[src/rtl/bp_nonsynth_io_loader_mux.sv]
// N-source I/O command mux for the nonsynth loaders.
// Tag FIFO of granted source IDs routes responses back in order.
module bp_nonsynth_io_loader_mux #(
  parameter int msg_width_p       = 64,
  parameter int num_src_p         = 2,
  parameter int max_outstanding_p = 4,
  parameter int rr_mode_p         = 0,
  localparam int tag_w_lp = (num_src_p > 1) ? $clog2(num_src_p) : 1,
  localparam int cnt_w_lp = $clog2(max_outstanding_p + 1),
  localparam int ptr_w_lp =
    (max_outstanding_p > 1) ? $clog2(max_outstanding_p) : 1
) (
  input  logic                               clk_i,
  input  logic                               reset_i,
  input  logic [num_src_p*msg_width_p-1:0]   src_cmd_i,
  input  logic [num_src_p-1:0]               src_cmd_v_i,
  output logic [num_src_p-1:0]               src_cmd_yumi_o,
  output logic [num_src_p*msg_width_p-1:0]   src_resp_o,
  output logic [num_src_p-1:0]               src_resp_v_o,
  input  logic [num_src_p-1:0]               src_resp_ready_i,
  output logic [msg_width_p-1:0]             io_cmd_o,
  output logic                               io_cmd_v_o,
  input  logic                               io_cmd_ready_i,
  input  logic [msg_width_p-1:0]             io_resp_i,
  input  logic                               io_resp_v_i,
  output logic                               io_resp_yumi_o,
  output logic [cnt_w_lp-1:0]                outstanding_o,
  output logic                               err_o
);

  logic [cnt_w_lp-1:0] count_r;
  logic [ptr_w_lp-1:0] wr_ptr_r;
  logic [ptr_w_lp-1:0] rd_ptr_r;
  logic [tag_w_lp-1:0] tag_mem_r [max_outstanding_p];
  logic [tag_w_lp-1:0] last_r;
  logic [tag_w_lp-1:0] grant;
  logic [tag_w_lp-1:0] head;
  logic [num_src_p-1:0] eligible;
  logic err_r;
  logic full;
  logic empty;
  logic push;
  logic pop;
  logic found;
  logic head_ready;
  int   rr_idx;

  // Fullness uses the registered count: a same-cycle pop frees nothing.
  assign full     = (count_r == cnt_w_lp'(max_outstanding_p));
  assign empty    = (count_r == '0);
  assign eligible = src_cmd_v_i & {num_src_p{~full}};
  assign head     = tag_mem_r[rd_ptr_r];

  assign io_cmd_v_o     = |eligible;
  assign push           = io_cmd_v_o & io_cmd_ready_i;
  assign io_resp_yumi_o = io_resp_v_i & ~empty & head_ready;
  assign pop            = io_resp_yumi_o;
  assign src_resp_o     = {num_src_p{io_resp_i}};
  assign outstanding_o  = count_r;
  assign err_o          = err_r;

  always_comb begin
    grant  = '0;
    found  = 1'b0;
    rr_idx = 0;
    if (rr_mode_p != 0) begin
      for (int k = 0; k < num_src_p; k++) begin
        rr_idx = (int'(last_r) + 1 + k) % num_src_p;
        if (!found && eligible[rr_idx]) begin
          grant = tag_w_lp'(rr_idx);
          found = 1'b1;
        end
      end
    end else begin
      for (int i = num_src_p - 1; i >= 0; i--) begin
        if (eligible[i]) grant = tag_w_lp'(i);
      end
    end
  end

  always_comb begin
    io_cmd_o       = '0;
    src_cmd_yumi_o = '0;
    src_resp_v_o   = '0;
    head_ready     = 1'b0;
    for (int i = 0; i < num_src_p; i++) begin
      if (io_cmd_v_o && grant == tag_w_lp'(i)) begin
        io_cmd_o          = src_cmd_i[i*msg_width_p +: msg_width_p];
        src_cmd_yumi_o[i] = io_cmd_ready_i;
      end
      if (head == tag_w_lp'(i)) begin
        src_resp_v_o[i] = io_resp_v_i & ~empty;
        head_ready      = src_resp_ready_i[i];
      end
    end
  end

  always_ff @(posedge clk_i) begin
    if (push) tag_mem_r[wr_ptr_r] <= grant;
  end

  always_ff @(posedge clk_i) begin
    if (reset_i) begin
      count_r  <= '0;
      wr_ptr_r <= '0;
      rd_ptr_r <= '0;
      last_r   <= tag_w_lp'(num_src_p - 1);
      err_r    <= 1'b0;
    end else begin
      if (push) begin
        wr_ptr_r <= (wr_ptr_r == ptr_w_lp'(max_outstanding_p - 1))
                  ? '0 : wr_ptr_r + 1'b1;
        last_r   <= grant;
      end
      if (pop) begin
        rd_ptr_r <= (rd_ptr_r == ptr_w_lp'(max_outstanding_p - 1))
                  ? '0 : rd_ptr_r + 1'b1;
      end
      case ({push, pop})
        2'b10:   count_r <= count_r + 1'b1;
        2'b01:   count_r <= count_r - 1'b1;
        default: count_r <= count_r;
      endcase
      // An orphan response is left unconsumed and flagged.
      if (io_resp_v_i && empty) err_r <= 1'b1;
    end
  end

endmodule

[config.mk]
export PLATFORM = sky130hd
export DESIGN_NAME = bp_nonsynth_io_loader_mux
export DESIGN_NICKNAME = d
export VERILOG_FILES = /design/src/rtl/bp_nonsynth_io_loader_mux.sv
export SDC_FILE = /design/constraint.sdc
export NUM_CORES = 1
export LEC_CHECK = 0
export BUFFER_PORTS_ARGS = -buffer_cell sky130_fd_sc_hd__buf_2
export CELL_PAD_IN_SITES_DETAIL_PLACEMENT = 1
export CELL_PAD_IN_SITES_GLOBAL_PLACEMENT = 2
export CORE_MARGIN = 2
export CORE_UTILIZATION = 10
export CTS_BUF_LIST = sky130_fd_sc_hd__clkbuf_8
export CTS_CLUSTER_DIAMETER = 40
export CTS_CLUSTER_SIZE = 28
export DETAILED_ROUTE_END_ITERATION = 8
export PLACE_DENSITY_LB_ADDON = 0.1
export SLEW_MARGIN = 20
export SYNTH_ARGS = -nofsm -noshare
export SYNTH_HDL_FRONTEND = slang
export SYNTH_SLANG_ARGS = --single-unit
[constraint.sdc]
create_clock -name clk_i -period 2.2 [get_ports clk_i]
set_input_delay 0.11 -clock clk_i [delete_from_list [all_inputs] [get_ports clk_i]]
set_output_delay 0.11 -clock clk_i [all_outputs]
set_load 0.02 [all_outputs]
==> flow_metrics.tcl, run 1 <==
set metrics [dict create \
    hold_buffers 0 \
    grt_first_pass_wirelength_mm 16.1 \
    route.detailed.drc 0 \
    initial_core_util 0.102 \
    post-route-util 0.129 \
    status "finished with violations" \
    cts.path.max_buffers 2 \
    path_cells "mux4_2 > mux2i_4 > ha_4 > inv_2 > fa_2 > xor2_1 > or3_1 > a21oi_1" \
    powerDensity_nw_per_um2 494 \
    hold_viol 0 \
    yosysWarningCount 0 \
    violations "setup timing" \
    switching_share 0.436 \
    hold_ws_ns 0.145 \
    ir_worst_vdd_mv 0.166 \
    nNetsFinal 577 \
    htreeDepth 1 \
    p_clk_frac 0.149 \
    antenna_left 0 \
    power.internal_mw 0.850 \
    die_h_microns 159 \
    fmax_mhz 438 \
    finalPower_mw 1.51 \
    viasPerCell 3.35 \
    antenna_found_initial 0 \
    drt_iter0_drc 41 \
    drv.max_cap_violation_count 0 \
    arrival_ns 2.47 \
    finalSetupTns_ns -0.0827 \
    finalCritPeriodShare 1.04 \
    fin_ws_ns -0.0827 \
    min_period_ns 2.28 \
    path_buf_inv 1 \
    antenna_cells 0 \
    cp_slowest_stage_delay_ns 0.53 \
    dpl.hpwl_mm 9.44 \
    grt_max_degree 49 \
    path_class "reg -> reg" \
    synthCells 280 \
    grt_pass1_vias 2534 \
    die_w_microns 159 \
    yosysSeqAreaShare 0.133 \
    maxSlewViolCount 0 \
    core_area_sq_um 23500 \
    gp_congestion 0.677 \
    syn_area_sq_um 2400 \
    grt_usage 0.0818 \
    path_max_fanout 2 \
    leakage_nw 1.58 \
    switchingPower_mw 0.656 \
    ioPinCount 402 \
    min_path_type "in -> reg" \
    place.port_buffers 209 \
    setup_violations 1 \
    cp-end-kind "register" \
    crit_required_ns 2.38 \
    clock_sinks 14 \
    clk_pin_slew_ns 0.07 \
    clk_latency_ns 0.25 \
    synth_nets 487 \
    dieArea_sq_um 25300 \
    root_buffer "clkbuf_8" \
    drive_gt1_frac 0.661 \
    critPathLaunchType "register" \
    yosys_register_bits 14 \
    rows 56 \
    tritoncts "done" \
    tightest_slew_ns 0.387 \
    syn2layout_area_growth_pct 27.0 \
    overflow 0 \
    synth_cell_types 30 \
    syn_avg_cell_area_sq_um 8.57 \
    slowest_stage "mux4_2" \
    vias 2302 \
    rsz0062_at_grt "true" \
    slew_headroom 0.739 \
    sequentialPowerShare 0.221 \
    firstDrtPassIters 4 \
    p_comb_frac 0.629 \
    wl_per_cell_microns 16.5 \
    wl_mm 11.4 \
    cpLargestDelayFamily "multiplexers" \
    cts_buffers 3 \
    clock-skew-final_ns 0.00774 \
]
## cell type report
| class | instances | area (sq um) |
|---|---|---|
| fill | 2906 | 20500 |
| timing repair buffer | 228 | 1240 |
| multi-input combinational | 116 | 1010 |
| tap | 319 | 399 |
| sequential | 14 | 323 |
| clock buffer | 3 | 41.3 |
| inverter | 7 | 26.3 |
| clock inverter | 1 | 3.75 |
## tightest hold or removal path, delay by kind of cell
family          cells  cell delay (ns)
simple gates        1             0.07
compound gates      1             0.07
buf+inv             1             0.12
## cell usage after synthesis
master | number | area [sq um]
clkbuf_1 | 3 | 11.3
nor2b_1 | 2 | 12.5
nand4b_1 | 1 | 8.76
mux2i_1 | 1 | 10.0
and2_1 | 6 | 37.5
o2111ai_1 | 1 | 8.76
a22o_1 | 64 | 561
nor3b_2 | 2 | 25.0
o31ai_1 | 2 | 15.0
edfxtp_1 | 4 | 120
inv_1 | 7 | 26.3
fa_1 | 1 | 20.0
xor2_1 | 2 | 17.5
and3_1 | 1 | 6.26
mux2_4 | 1 | 15.0
ha_1 | 6 | 75.1
nand2b_1 | 3 | 18.8
o311ai_0 | 2 | 17.5
nor2_1 | 8 | 30.0
buf_4 | 128 | 961
buf_2 | 5 | 25.0
or3b_4 | 1 | 11.3
mux2i_2 | 1 | 13.8
o21ai_0 | 1 | 5.00
buf_6 | 7 | 78.8
or3_1 | 1 | 6.26
nor3_1 | 3 | 15.0
a21oi_1 | 5 | 25.0
mux4_2 | 1 | 22.5
dfxtp_1 | 10 | 200
## worst paths after layout
path | cells past startpoint | slack, ns | to | start
worst min register to register | 2 | 0.47 | err_o$_SDFFE_PP0P_ | err_o$_SDFFE_PP0P_
worst max register to register | 8 | -0.08 | outstanding_o[2]$_SDFFE_PP0P_ | tag_mem_r[3]$_DFFE_PP_
worst min-delay path | 3 | 0.15 | err_o$_SDFFE_PP0P_ | io_resp_v_i
worst max-delay path | 8 | -0.08 | outstanding_o[2]$_SDFFE_PP0P_ | tag_mem_r[3]$_DFFE_PP_
## layer usage
layer,part of all wire,up-vias,global-route usage
li1,-,1041,-
met1,0.36,1069,0.0824
met2,0.54,190,0.161
met3,0.10,2,0.0361
met4,0.00097,0,0.00620
met5,0,-,0
## per-stage QoR
step                instances  worst slack [ns]  cell area (sq um)
floorplan                 280            -0.221               2410
global placement          680           -0.0932               2920
detailed placement        680            -0.153               2920
CTS                       685            -0.147               2970
global route              688            -0.147               3050
finish                    688           -0.0827               3050
## placed cells by master, fill, tap and decap left out, types with 2 or more instances in the layout
cell type	Yosys	layout
nor2_1	8	8
ha_1	6	5
buf_2	5	209
inv_1	7	6
buf_12	0	2
clkbuf_8	0	3
a22o_1	64	64
nor2b_1	2	2
and2_1	6	5
a21oi_1	5	5
o311ai_0	2	2
buf_6	7	2
edfxtp_1	4	4
nor3_1	3	2
o31ai_1	2	2
dfxtp_2	0	2
xor2_1	2	2
nand2b_1	3	3
buf_4	128	14
dfxtp_1	10	8
## power by group through the flow
stage	Combinational [mW]	Sequential [mW]	Clock [mW]
after detailed placement	0.923	0.339	0
final	0.948	0.333	0.225
after floorplan	0.850	0.353	0
after global routing	1.03	0.340	0.251
after CTS	0.934	0.335	0.238
after global placement	0.938	0.336	0
## repair_timing
action                     CTS  global route
resized for setup            2             8
cloned                       0             1
pin swaps                    1             2
buffers inserted             1             2
setup endpoints to repair   44            27
## cells by family (layout without fill, tap and decap cells)
kind of cell    count (synthesis)  after routing  synth area share
compound gates                 75             75             0.263
flops                          14             14             0.133
mux                             4              4            0.0255
fa+ha+maj                       7              7            0.0396
simple gates                   28             28            0.0714
buf+inv                       150            239             0.459
xor+xnor                        2              2           0.00730
No activity file was read; power rests on OpenSTA's default activity.
==> inputs of run 2 (changes only) <==
--- a/config.mk
+++ b/config.mk
@@ -8,6 +8,7 @@
 export BUFFER_PORTS_ARGS = -buffer_cell sky130_fd_sc_hd__buf_2
 export CELL_PAD_IN_SITES_DETAIL_PLACEMENT = 1
 export CELL_PAD_IN_SITES_GLOBAL_PLACEMENT = 2
+export CORE_ASPECT_RATIO = 0.75
 export CORE_MARGIN = 2
 export CORE_UTILIZATION = 10
 export CTS_BUF_LIST = sky130_fd_sc_hd__clkbuf_8
@@ -15,7 +16,6 @@
 export CTS_CLUSTER_SIZE = 28
 export DETAILED_ROUTE_END_ITERATION = 8
 export PLACE_DENSITY_LB_ADDON = 0.1
-export SLEW_MARGIN = 20
 export SYNTH_ARGS = -nofsm -noshare
 export SYNTH_HDL_FRONTEND = slang
 export SYNTH_SLANG_ARGS = --single-unit
==> run 2 against run 1 <==
Worst setup slack got worse by 0.0080 ns. Largest power group unchanged. Clock power increased by 14%. Cell area decreased by 1.4%. Final cell count decreased by 2.3%. Core utilization decreased by 0.32 points. The flow still finishes with violations (setup timing). Total power increased by 0.50%. Die area about the same. Critical path depth unchanged. Register-to-register slack about the same.
==> flow_metrics.tcl, run 2 (synthesized netlist as in run 1, its figures left out) <==
set metrics [dict create \
    setup_violations 1 \
    overflow 0 \
    antenna_cells 0 \
    drt_iter0_drc 78 \
    antenna_left 0 \
    rows 49 \
    antenna_found_initial 1 \
    cts_buffers 3 \
    root_buffer "clkbuf_8" \
    wl_per_cell_microns 15.2 \
    ir_worst_vdd_mv 0.175 \
    crit_required_ns 2.39 \
    cp_slowest_stage_delay_ns 0.53 \
    powerDensity_nw_per_um2 504 \
    slowest_stage "mux4_2" \
    fin_ws_ns -0.0906 \
    dp.cells 665 \
    fillers 2876 \
    clk_pin_slew_ns 0.06 \
    route.detailed.drc 0 \
    die_w_microns 183 \
    fmax_mhz 437 \
    leakage_nw 1.56 \
    tritoncts "done" \
    place.port_buffers 209 \
    cpLargestDelayFamily "multiplexers" \
    drv.max_cap_violation_count 0 \
    grt_first_pass_wirelength_mm 14.4 \
    violations "setup timing" \
    final-instance-count-excl-fill 672 \
    hold_buffers 0 \
    syn2layout_area_growth_pct 25.1 \
    min_period_ns 2.29 \
    dpl.hpwl_mm 8.52 \
    critPathLaunchType "register" \
    maxSlewViolCount 0 \
    hold_viol 0 \
    clock-skew-final_ns 0.00139 \
    path_class "reg -> reg" \
    ioPinCount 402 \
    cts.path.max_buffers 2 \
    finalCritPeriodShare 1.04 \
    clk_latency_ns 0.24 \
    path_max_fanout 2 \
    drive_gt1_frac 0.658 \
    grt_pass1_vias 2288 \
    core_area_sq_um 23800 \
    path_buf_inv 1 \
    cp-end-kind "register" \
    initial_core_util 0.101 \
    die_h_microns 138 \
    rsz0062_at_grt "true" \
    gp_congestion 0.721 \
    post-route-util 0.126 \
    final_common_cell "buf_2" \
    path_cells "mux4_2 > mux2i_4 > ha_4 > inv_2 > fa_2 > xor2_1 > or3_1 > a21oi_2" \
    tightest_slew_ns 0.590 \
    final_cell_mix "209 x buf_2, 64 x a22o_1, 13 x buf_4" \
    viasPerCell 3.34 \
    dieArea_sq_um 25300 \
    htreeDepth 1 \
    arrival_ns 2.48 \
    nNetsFinal 574 \
    grt_usage 0.0737 \
    vias 2246 \
    min_path_type "in -> reg" \
    status "finished with violations" \
    wl_mm 10.2 \
    firstDrtPassIters 4 \
    clock_sinks 14 \
    grt_max_degree 49 \
    slew_headroom 0.601 \
]
-- run 2: what timing repair did --
item                                    CTS  global route
cloned                                    0             0
buffers inserted                          2             1
pin swaps                                 1             2
resized for setup                         1             2
endpoints found under the setup margin   52             5
-- run 2: area by class of cell --
class | instances | area [sq um] | area share
Sequential cell | 14 | 322 | 0.107
Timing Repair Buffer | 225 | 1200 | 0.401
Multi-Input combinational cell | 116 | 1010 | 0.337
Inverter | 7 | 26.3 | 0.00875
Clock buffer | 4 | 55.1 | 0.0183
Tap cell | 306 | 383 | 0.127
-- run 2: power breakdown --
part           switching (mW)  total [mW]  internal (mW)  leakage (nW)
clock                  0.0984       0.257          0.159        0.0288
sequential             0.0306       0.328          0.298         0.119
combinational           0.514       0.928          0.414          1.42
total                   0.643        1.51          0.871          1.56
-- run 2: metrics by stage --
| stage | setup WS (ns) | TNS (ns) | cell area, sq um | hold slack, ns | power (mW) |
|---|---|---|---|---|---|
| 4_1_cts | -0.107 | -0.107 | 2980 | 0.157 | 1.54 |
| 6_report | -0.0906 | -0.0906 | 3000 | 0.159 | 1.51 |
| 3_5_place_dp | -0.0955 | -0.0955 | 2910 | 0.220 | 1.26 |
| 2_1_floorplan | -0.221 | -0.318 | 2410 | 0.251 | 1.20 |
| 5_1_grt | -0.185 | -0.207 | 3000 | 0.173 | 1.63 |
| 3_3_place_gp | -0.0807 | -0.0807 | 2910 | 0.220 | 1.27 |
-- run 2: worst paths after layout --
path	from	to	slack, ns	cells past startpoint
max reg2reg	tag_mem_r[2]$_DFFE_PP_	outstanding_o[2]$_SDFFE_PP0P_	-0.09	8
min	io_resp_v_i	err_o$_SDFFE_PP0P_	0.16	3
max	tag_mem_r[2]$_DFFE_PP_	outstanding_o[2]$_SDFFE_PP0P_	-0.09	8
min reg2reg	err_o$_SDFFE_PP0P_	err_o$_SDFFE_PP0P_	0.48	2
-- run 2: metal layers --
| metal | vias up | global-route usage | share of wire |
|---|---|---|---|
| li1 | 1032 | - | - |
| met1 | 1029 | 0.0942 | 0.43 |
| met2 | 152 | 0.121 | 0.46 |
| met3 | 33 | 0.0232 | 0.10 |
| met4 | 0 | 0.0164 | 0.014 |
| met5 | - | 0 | 0 |
-- run 2: tightest hold or removal path, cell delays in order --
cell and delay [ns]:
buf_2 0.12, a21oi_1 0.07, nor2_1 0.07
==> inputs of run 3 (changes only) <==
--- a/config.mk
+++ b/config.mk
@@ -15,7 +15,7 @@
 export CTS_CLUSTER_DIAMETER = 40
 export CTS_CLUSTER_SIZE = 28
 export DETAILED_ROUTE_END_ITERATION = 8
-export PLACE_DENSITY_LB_ADDON = 0.1
+export PLACE_DENSITY_LB_ADDON = 0.25
 export SYNTH_ARGS = -nofsm -noshare
 export SYNTH_HDL_FRONTEND = slang
 export SYNTH_SLANG_ARGS = --single-unit
==> constraint.sdc (replaced) <==
create_clock -name clk_i -period 2.2 [get_ports clk_i]
set_input_delay 0.44 -clock clk_i [delete_from_list [all_inputs] [get_ports clk_i]]
set_output_delay 0.44 -clock clk_i [all_outputs]
set_load 0.02 [all_outputs]
==> run 3 against run 2 <==
The flow still finishes with violations (setup timing). First-iteration DRC count shrank 1.3%. Total power grew 6.6%. Fmax shrank 0.35%. Critical endpoint is now io_cmd_o[54].
==> flow_metrics.tcl, run 3 (synthesized netlist as in run 1, its figures left out) <==
set metrics [dict create \
    place.port_buffers 209 \
    critPathLaunchType "register" \
    finalCritPeriodShare 1.04 \
    fillers 2877 \
    root_buffer "clkbuf_8" \
    tritoncts "done" \
    die_h_microns 138 \
    finalSetupTns_ns -1.96 \
    path_buf_inv 2 \
    cpLargestDelayFamily "simple AND/OR/NAND/NOR gates" \
    htreeDepth 1 \
    firstDrtPassIters 4 \
    fmax_mhz 435 \
    dpl.hpwl_mm 8.22 \
    tightest_slew_ns 0.606 \
    antenna_left 0 \
    violations "setup timing" \
    grt_first_pass_wirelength_mm 14.7 \
    clock_sinks 14 \
    drv.max_cap_violation_count 0 \
    status "finished with violations" \
    arrival_ns 1.86 \
    leakage_nw 1.64 \
    min_period_ns 2.30 \
    grt_pass1_vias 2340 \
    path_cells "or3b_4 > and2_4 > bufbuf_16 > a22o_1 > buf_2" \
    final_cell_mix "204 x buf_2, 63 x a22o_1, 19 x buf_4" \
    cp-end-kind "primary output" \
    slew_headroom 0.591 \
    ioPinCount 402 \
    path_class "reg -> out" \
    grt_usage 0.0754 \
    hold_buffers 0 \
    initial_core_util 0.101 \
    rsz0062_at_grt "true" \
    maxSlewViolCount 0 \
    slowest_stage "or3b_4" \
    drt_iter0_drc 77 \
    overflow 0 \
    die_w_microns 183 \
    gp_congestion 0.784 \
    drive_gt1_frac 0.684 \
    syn2layout_area_growth_pct 32.4 \
    fin_ws_ns -0.0987 \
    clk_pin_slew_ns 0.06 \
    clk_latency_ns 0.25 \
    clock-skew-final_ns 0.00142 \
    rows 49 \
    vias 2212 \
    antenna_cells 0 \
    wl_mm 10.5 \
    path_max_fanout 16 \
    cts_buffers 3 \
    nNetsFinal 581 \
    wl_per_cell_microns 15.4 \
    ir_worst_vdd_mv 0.165 \
    crit_required_ns 1.76 \
    hold_viol 0 \
    grt_max_degree 33 \
    antenna_found_initial 0 \
    core_area_sq_um 23800 \
    cp_slowest_stage_delay_ns 0.41 \
    min_path_type "reg -> reg" \
    dieArea_sq_um 25300 \
    viasPerCell 3.26 \
    cts.path.max_buffers 2 \
    setup_violations 38 \
    powerDensity_nw_per_um2 508 \
    route.detailed.drc 0 \
    post-route-util 0.134 \
    final_common_cell "buf_2" \
]
## run 3: timing repair
item                                    CTS  global route
endpoints found under the setup margin   65            69
buffers inserted                          5             1
gates cloned                              3             0
gates resized for setup                  12            11
pin swaps                                 2             2
## run 3: metal layers
layer / track usage / part of all wire / up-vias
met1: 0.0939 / 0.42 / 1047
li1: - / - / 1051
met2: 0.128 / 0.48 / 106
met4: 0.0122 / 0.0038 / 0
met5: 0 / 0 / -
met3: 0.0261 / 0.093 / 8
## run 3: power breakdown
part,switching [mW],internal [mW]
Combinational,0.541,0.476
Sequential,0.0366,0.301
Clock,0.101,0.159
## run 3: layout make-up
cell class,instances,area (sq um),area share
Inverter,7,26.3,0.00827
Multi-Input combinational cell,116,1040,0.328
Timing Repair Buffer,232,1350,0.423
Clock buffer,4,55.1,0.0173
Tap cell,306,383,0.121
Sequential cell,14,325,0.102
## run 3: worst min-delay path, delay by kind of cell, from the launching register on
| family | cells | cell delay, ns |
|---|---|---|
| compound gates | 1 | 0.04 |
| flops | 1 | 0.33 |
| simple gates | 1 | 0.07 |
## run 3: final timing paths
path	start	to	depth (start not counted)	slack (ns)
worst max-delay path	outstanding_o[0]$_SDFFE_PP0P_	io_cmd_o[54]	5	-0.1
worst min-delay path	err_o$_SDFFE_PP0P_	err_o$_SDFFE_PP0P_	2	0.47
worst max register to register	tag_mem_r[2]$_DFFE_PP_	outstanding_o[2]$_SDFFE_PP0P_	8	-0.09
worst min register to register	err_o$_SDFFE_PP0P_	err_o$_SDFFE_PP0P_	2	0.47
## run 3: stage by stage
stage / worst slack [ns] / instance area [sq um] / total power, mW / hold WS (ns) / std cells
floorplan: -0.221 / 2410 / 1.20 / 0.468 / 280
global placement: -0.0783 / 2910 / 1.25 / 0.446 / 666
detailed placement: -0.143 / 2910 / 1.25 / 0.461 / 666
CTS: -0.145 / 3130 / 1.60 / 0.478 / 678
global route: -0.193 / 3180 / 1.73 / 0.501 / 679
finish: -0.0987 / 3180 / 1.61 / 0.469 / 679
